==> config.mk <==
export PLATFORM = sky130hd
export DESIGN_NAME = mac_seq_ctrl
export DESIGN_NICKNAME = d
export VERILOG_FILES = /design/src/rtl/mac_seq_ctrl.sv
export SDC_FILE = /design/constraint.sdc
export NUM_CORES = 1
export LEC_CHECK = 0
export CELL_PAD_IN_SITES_DETAIL_PLACEMENT = 1
export CELL_PAD_IN_SITES_GLOBAL_PLACEMENT = 1
export CORE_MARGIN = 10
export CORE_UTILIZATION = 40
export CTS_BUF_LIST = sky130_fd_sc_hd__clkbuf_4 sky130_fd_sc_hd__clkbuf_8
export DETAILED_ROUTE_END_ITERATION = 6
export PLACE_DENSITY_LB_ADDON = 0.15
export SYNTH_ARGS = -nofsm -noshare
export SYNTH_HDL_FRONTEND = slang
export SYNTH_SLANG_ARGS = --single-unit
==> constraint.sdc <==
create_clock -name clk_i -period 4.9 [get_ports clk_i]
set_input_delay 0.735 -clock clk_i [delete_from_list [all_inputs] [get_ports clk_i]]
set_output_delay 0.735 -clock clk_i [all_outputs]
set_load 0.01 [all_outputs]
==> src/rtl/mac_seq_ctrl.sv <==
// mac_seq_ctrl: issues pixel/weight read addresses for every neuron word, aligns
// accumulator clear/enable with the MAC pipeline and tracks a signed argmax.
`default_nettype none

module mac_seq_ctrl #(
  parameter int WORDS    = 4,
  parameter int NEURONS  = 10,
  parameter int PIPE_LAT = 4,
  parameter int ADDR_W   = 6,
  parameter int IMG_W    = 4,
  parameter int ACC_W    = 22
) (
  input  logic              clk_i,
  input  logic              rst_ni,
  input  logic              start_i,
  input  logic [IMG_W-1:0]  img_sel_i,
  input  logic [ACC_W-1:0]  acc_dout_i,
  output logic [ADDR_W-1:0] addr_p_o,
  output logic [ADDR_W-1:0] addr_w_o,
  output logic              addr_vld_o,
  output logic              acc_clr_o,
  output logic              acc_en_o,
  output logic [3:0]        nrn_idx_o,
  output logic              res_vld_o,
  output logic [3:0]        res_idx_o,
  output logic [ACC_W-1:0]  res_val_o,
  output logic              busy_o,
  output logic              done_o,
  output logic [3:0]        class_out_o,
  output logic [ACC_W-1:0]  max_val_o
);

  localparam int TOTAL  = NEURONS * WORDS;
  localparam int CNT_MN = $clog2(TOTAL) + 1;
  localparam int CNT_W  = (CNT_MN > ADDR_W) ? CNT_MN : ADDR_W;
  localparam int WRD_W  = (WORDS > 1) ? $clog2(WORDS) : 1;

  typedef enum logic [1:0] {S_IDLE, S_FETCH, S_DRAIN, S_DONE} state_e;

  state_e             state_q, state_d;
  logic [CNT_W-1:0]   cnt_q, cnt_d;
  logic [WRD_W-1:0]   wrd_q, wrd_d;
  logic [3:0]         nrn_q, nrn_d;
  logic [IMG_W-1:0]   img_q, img_d;
  logic               vld_q, vld_d;

  logic [PIPE_LAT-1:0]      pv_q, pf_q, pl_q;
  logic [PIPE_LAT-1:0][3:0] pn_q;

  logic               cap_q;
  logic [3:0]         cap_idx_q;
  logic               res_vld_q;
  logic [3:0]         res_idx_q;
  logic [ACC_W-1:0]   res_val_q;
  logic [3:0]         best_idx_q, best_idx_nx;
  logic [ACC_W-1:0]   best_val_q, best_val_nx;
  logic [3:0]         class_q;
  logic [ACC_W-1:0]   max_q;

  logic last_issue, finish, take;

  assign last_issue = (cnt_q == CNT_W'(TOTAL - 1));
  assign finish     = (state_q == S_DRAIN) && res_vld_q && (res_idx_q == 4'(NEURONS - 1));

  always_comb begin
    state_d = state_q;
    cnt_d   = cnt_q;
    wrd_d   = wrd_q;
    nrn_d   = nrn_q;
    img_d   = img_q;
    vld_d   = 1'b0;
    case (state_q)
      S_IDLE: begin
        if (start_i) begin
          state_d = S_FETCH;
          img_d   = img_sel_i;
          cnt_d   = '0;
          wrd_d   = '0;
          nrn_d   = '0;
          vld_d   = 1'b1;
        end
      end
      S_FETCH: begin
        if (last_issue) begin
          state_d = S_DRAIN;
        end else begin
          vld_d = 1'b1;
          cnt_d = cnt_q + 1'b1;
          if (wrd_q == WRD_W'(WORDS - 1)) begin
            wrd_d = '0;
            nrn_d = nrn_q + 1'b1;
          end else begin
            wrd_d = wrd_q + 1'b1;
          end
        end
      end
      S_DRAIN: if (finish) state_d = S_DONE;
      S_DONE:  state_d = S_IDLE;
      default: state_d = S_IDLE;
    endcase
  end

  always_ff @(posedge clk_i or negedge rst_ni) begin
    if (!rst_ni) begin
      state_q <= S_IDLE;
      cnt_q   <= '0;
      wrd_q   <= '0;
      nrn_q   <= '0;
      img_q   <= '0;
      vld_q   <= 1'b0;
    end else begin
      state_q <= state_d;
      cnt_q   <= cnt_d;
      wrd_q   <= wrd_d;
      nrn_q   <= nrn_d;
      img_q   <= img_d;
      vld_q   <= vld_d;
    end
  end

  // Stage 0 is loaded from the issue cycle, so the last stage lines up PIPE_LAT cycles later.
  always_ff @(posedge clk_i or negedge rst_ni) begin
    if (!rst_ni) begin
      pv_q <= '0;
      pf_q <= '0;
      pl_q <= '0;
      pn_q <= '0;
    end else begin
      pv_q[0] <= vld_q;
      pf_q[0] <= (wrd_q == '0);
      pl_q[0] <= (wrd_q == WRD_W'(WORDS - 1));
      pn_q[0] <= nrn_q;
      for (int i = 1; i < PIPE_LAT; i++) begin
        pv_q[i] <= pv_q[i-1];
        pf_q[i] <= pf_q[i-1];
        pl_q[i] <= pl_q[i-1];
        pn_q[i] <= pn_q[i-1];
      end
    end
  end

  assign take        = res_vld_q && ((res_idx_q == '0) || ($signed(res_val_q) > $signed(best_val_q)));
  assign best_idx_nx = take ? res_idx_q : best_idx_q;
  assign best_val_nx = take ? res_val_q : best_val_q;

  always_ff @(posedge clk_i or negedge rst_ni) begin
    if (!rst_ni) begin
      cap_q      <= 1'b0;
      cap_idx_q  <= '0;
      res_vld_q  <= 1'b0;
      res_idx_q  <= '0;
      res_val_q  <= '0;
      best_idx_q <= '0;
      best_val_q <= '0;
      class_q    <= '0;
      max_q      <= '0;
    end else begin
      cap_q      <= acc_en_o & pl_q[PIPE_LAT-1];
      cap_idx_q  <= nrn_idx_o;
      res_vld_q  <= cap_q;
      if (cap_q) begin
        res_val_q <= acc_dout_i;
        res_idx_q <= cap_idx_q;
      end
      best_idx_q <= best_idx_nx;
      best_val_q <= best_val_nx;
      if (finish) begin
        class_q <= best_idx_nx;
        max_q   <= best_val_nx;
      end
    end
  end

  assign addr_p_o    = ADDR_W'(img_q) * ADDR_W'(WORDS) + ADDR_W'(wrd_q);
  assign addr_w_o    = cnt_q[ADDR_W-1:0];
  assign addr_vld_o  = vld_q;
  assign acc_en_o    = pv_q[PIPE_LAT-1];
  assign acc_clr_o   = pv_q[PIPE_LAT-1] & pf_q[PIPE_LAT-1];
  assign nrn_idx_o   = pn_q[PIPE_LAT-1];
  assign res_vld_o   = res_vld_q;
  assign res_idx_o   = res_idx_q;
  assign res_val_o   = res_val_q;
  assign busy_o      = (state_q == S_FETCH) || (state_q == S_DRAIN);
  assign done_o      = (state_q == S_DONE);
  assign class_out_o = class_q;
  assign max_val_o   = max_q;

endmodule

`default_nettype wire

# After elaboration in Yosys (flattened, before gate mapping)
# Cells that the tools add are included.
# W data, S select, Z words.
# totals
register_bits	132
latch_bits	0
ram_bits	0
rom_bits	0
inputBits	29
output_inout_bits	74
word_cells	73
memories	0
# op_classes
addsub	4
mul	0
div_mod_pow	0
n_lt_le_gt_ge	1
eq_ne	11
shift	0
muxes	20
n_bitwise	2
n_reduce_logical	13
# ops
cell	n
$gt A22 B22 Y1	1
$mux W22	1
$mux W4	4
$mux W7	2
$pmux W7 S2	1
$mux W2	6
$ne A2 B2 Y1 const B	5
$pmux W2 S4	1
$pmux W4 S2	1
$add A7 B1 Y7 const B	1
$eq A7 B6 Y1 const B	1
$add A6 B2 Y6	1
$eq A2 B2 Y1 const B	3
$reduce_and A3 Y1	2
$add A4 B1 Y4 const B	1
$eq A4 B4 Y1 const B	1
$logic_not A2 Y1	2
$logic_not A4 Y1	1
$pmux W2 S2	1
$reduce_and A4 Y1	1
$logic_and A1 B1 Y1	3
$add A2 B1 Y2 const B	1
$and A1 B1 Y1	2
$eq A2 B1 Y1 const B	1
other kinds (5)	7

# Longest topological paths before layout
# depth
word_depth	5
mapped_depth	12
mapped_depth_nobuf	10

# Worst setup path after synthesis
# No wires, ideal clock.
# synth_timing
path_type	reg2reg
start	register res_val_q[21], in the netlist res_val_o[21]
end	register max_q[17], in the netlist max_val_o[17]
setup_ns	0.125
arrival_time_ns	2.584
t_required_ns	4.775
slack_ns	2.191
stages_incl_launch_ff	12
path_buffers	2
period_less_slack_ns	2.709
cell_sequence	dfrtp_1 -> ha_1 -> nand4_1 -> nor3_1 -> nand4_1 -> and3b_1 -> and4_1 -> nor3_2 -> buf_6 -> buf_8 -> mux2_4 -> mux2_4
# synth_via
elab_chain_cells	4
# synth_rtl
item	line	rtl
from (decl)	54	logic [ACC_W-1:0] res_val_q;
from (signal assigned)	162	res_val_q <= acc_dout_i;
$gt A22 B22 Y1	142	assign take = res_vld_q && ((res_idx_q == '0) || ($signed(res_val_q) > $signed(best_val_q)));
$logic_or A1 B1 Y1	142	
$logic_and A1 B1 Y1	142	
$mux W22	144	assign best_val_nx = take ? res_val_q : best_val_q;
named net best_val_nx[17]	56	logic [ACC_W-1:0] best_val_q, best_val_nx;
to (signal assigned)	169	max_q <= best_val_nx;
to (decl)	58	logic [ACC_W-1:0] max_q;
# The timed path passes the listed nets, and every way through them passes these cells.
# A chain may end at the register's enable or synchronous reset.

# Worst setup path in the final report
# layout_timing
start	register res_val_q[21], in the netlist res_val_o[21]
end	register max_q[16], in the netlist max_val_o[16]
# Same word-level chain as after synthesis.

==> impl_metrics.yaml <==
die:
  fp.dieH_um: 136
  num_rows: 42
  core-area_um2: 13200
  io_pins: 103
  fp.dieArea_um2: 18600
  die-width_um: 136
  initial_core_util: 0.409
timing:
  finalClockSkew_ns: 0.00819
  relSlewSlack: 0.383
  fin_tns_setup_ns: 0
  drv_slew: 0
  rsz0062_at_grt: "no"
  setup_viol: 0
  hold_viol_final: 0
  period_share: 0.708
  max_slew.worst_pin.slew_ns: 0.926
  max_freq_ghz: 0.288
  timing.final.crit_period_ns: 3.47
  fin_ws_ns: 1.43
setup_path:
  arrival_ns: 3.79
  crit_type: "flip-flop to flip-flop"
  crit_chain: "ha_1 > nand4_1 > nor3_1 > nand4_1 > and3b_1 > and4_1 > nor3_4 > buf_4 > mux2_2 > mux2_2"
  slowest_stage: "nor3_4"
  worstSetupEndpointType: "flip-flop"
  max_stage_delay_ns: 0.55
  cp_top_family: "simple AND/OR/NAND/NOR gates"
  path_buf_inv: 1
  start_kind: "flip-flop"
  crit_fanout: 18
  worst_ep_required_time_ns: 5.21
layout:
  fillers: 1366
  fin_nets: 562
  syn2layout_area_growth_pct: 28.4
  mostFrequentLayoutCells: "dfrtp_1 (132), clkdlybuf4s50_1 (101), mux2_2 (71)"
  layout_commonest_cell: "dfrtp_1"
  drive_above_1_share: 0.229
  antenna_cells: 0
clocking:
  cts_made_buffers: 17
  cts_setup_buffers: 0
  cts_tree: "built"
  postCtsHoldBufs: 0
  cts_buffer_depth: 2
  cts.reportedPaths.clkPinSlew_ns: 0.07
  root_buffer: "clkbuf_8"
  htreeDepth: 4
  post_cts_resized: 0
  numClockSinks: 132
  worstSkewPairLatency_ns: 0.43
placed_design:
  io_buffers: 102
  place_hpwl_um: 8610
  pre_cts_ws_ns: 1.39
  place_congestion: 0.738
synthesis:
  syn_area_um2: 5420
  yosysSeqAreaShare: 0.609
  ys.flop_type: "dfrtp_1"
  synth_cell_types: 35
  async_reset_ff_frac: 1.00
  ys_ff_latch: 132
  synthesis.nets: 455
  syn_inst: 396
  ys_warn_count: 0
  synth_edf_count: 0
  synth_area_per_cell_um2: 13.7
route:
  firstDrtPassIters: 4
  first_iter_violations: 140
  drc: 0
  vias: 3368
  vias_per_cell: 4.87
  wirelength_um: 12000
  ant_nets: 0
  wl_per_cell_um: 17.4
power_and_ir_drop:
  p_leak_nw: 3.37
  power_per_cell_area_nw_per_um2: 290
  vdd.ir_drop.worst_uv: 164
  p_total_w: 0.00202
hold_path:
  hold_class: "flip-flop to flip-flop"
global_routing:
  grt_first_pass_wirelength_um: 19700
  antenna_found_initial: 0
  globalRoute.totalOverflow: 0
  grt_pass1_vias: 3765
  grt_use_total: 0.137
  grt_max_degree: 102
status:
  status: "completed"
run:
  drv_cap: 0
[worst paths after layout]
| path | slack (ns) | cells after the start | from | endpoint |
|---|---|---|---|---|
| worst max-delay path | 1.43 | 10 | res_val_o[21] | max_val_o[16] |
| worst min-delay path | 0.35 | 0 | pn_q[5] | pn_q[9] |
| min in group asynchronous | 0.40 | 1 | rst_ni | res_val_o[10] |
| max in group asynchronous | 3.53 | 2 | rst_ni | nrn_idx_o[0] |
| worst max register to register | 1.43 | 10 | res_val_o[21] | max_val_o[16] |
| worst min register to register | 0.35 | 0 | pn_q[5] | pn_q[9] |
[per-layer routing]
metal / vias to the layer above / GRT usage / share of wire / wire (um)
met5: - / 0 / 0 / 0
met4: 0 / 0.0515 / 0.011 / 130
met3: 14 / 0.0631 / 0.083 / 994
met2: 74 / 0.228 / 0.50 / 5990
met1: 1717 / 0.150 / 0.41 / 4910
li1: 1563 / - / - / -
[registers in the layout (all words and copies together) (netlist names), 2 cells and up]
| register | cells |
|---|---|
| best_idx_q | 4 |
| best_val_q | 22 |
| cap_idx_q | 4 |
| class_out_o | 4 |
| cnt_q | 7 |
| img_q | 4 |
| max_val_o | 22 |
| nrn_idx_o | 4 |
| nrn_q | 4 |
| pf_q | 4 |
| pl_q | 4 |
| pn_q | 12 |
| pv_q | 4 |
| res_idx_o | 4 |
| res_val_o | 22 |
| state_q | 2 |
| wrd_q | 2 |
[kinds of logic (layout without fill, tap and decap cells)]
family / count (synthesis) / count (layout) / share of synthesized area
XOR/XNOR: 7 / 7 / 0.0113
AO/OA/AOI/OAI: 31 / 31 / 0.0344
adder cells (fa/ha/maj): 30 / 30 / 0.0692
AND/OR/NAND/NOR: 68 / 68 / 0.0612
buffers and inverters: 49 / 168 / 0.0450
multiplexers: 79 / 79 / 0.170
flip-flops: 132 / 132 / 0.609
[cells in the mapped netlist, drive strengths merged, types with 7 or more instances]
master	count	area [um2]
o21ai	10	50.1
inv	31	116
ha	30	375
a21oi	9	45.0
nand3	9	45.0
nand4	7	43.8
buf	14	113
nand2	18	67.6
dfrtp	132	3300
nor2	18	67.6
mux2	79	920
[through the flow]
stage,util,instance area [um2],hold slack (ns),cells
3_3_place_gp,0.497,6580,0.333,660
3_5_place_dp,0.497,6580,0.336,660
5_1_grt,0.526,6960,0.352,691
4_1_cts,0.526,6960,0.351,691
2_1_floorplan,-,5420,0.331,396
6_report,0.526,6960,0.347,691
[power breakdown]
part / leakage [nW] / internal [W] / switching [W]
Combinational: 1.38 / 0.0000201 / 0.0000238
Clock: 0.207 / 0.000492 / 0.000390
Sequential: 1.78 / 0.00109 / 0
Total: 3.37 / 0.00160 / 0.000414
[worst reg2reg max path: cells and delay by family (launching register included)]
kind          cells  cell delay [ns]
mux               2             0.66
simple gates      6             1.56
flops             1             0.41
buf+inv           1             0.39
fa+ha+maj         1             0.35
[final cells by class]
cell class / instances / area, um2 / area share
flip-flops and latches: 132 / 3300 / 0.475
multi-input cells: 215 / 1880 / 0.271
repair buffers: 106 / 1050 / 0.151
clock buffers: 27 / 340 / 0.0489
well taps: 176 / 220 / 0.0316
inverters: 31 / 116 / 0.0167
clock inverters: 4 / 45.0 / 0.00647
No activity file was read; power rests on OpenSTA's default activity.
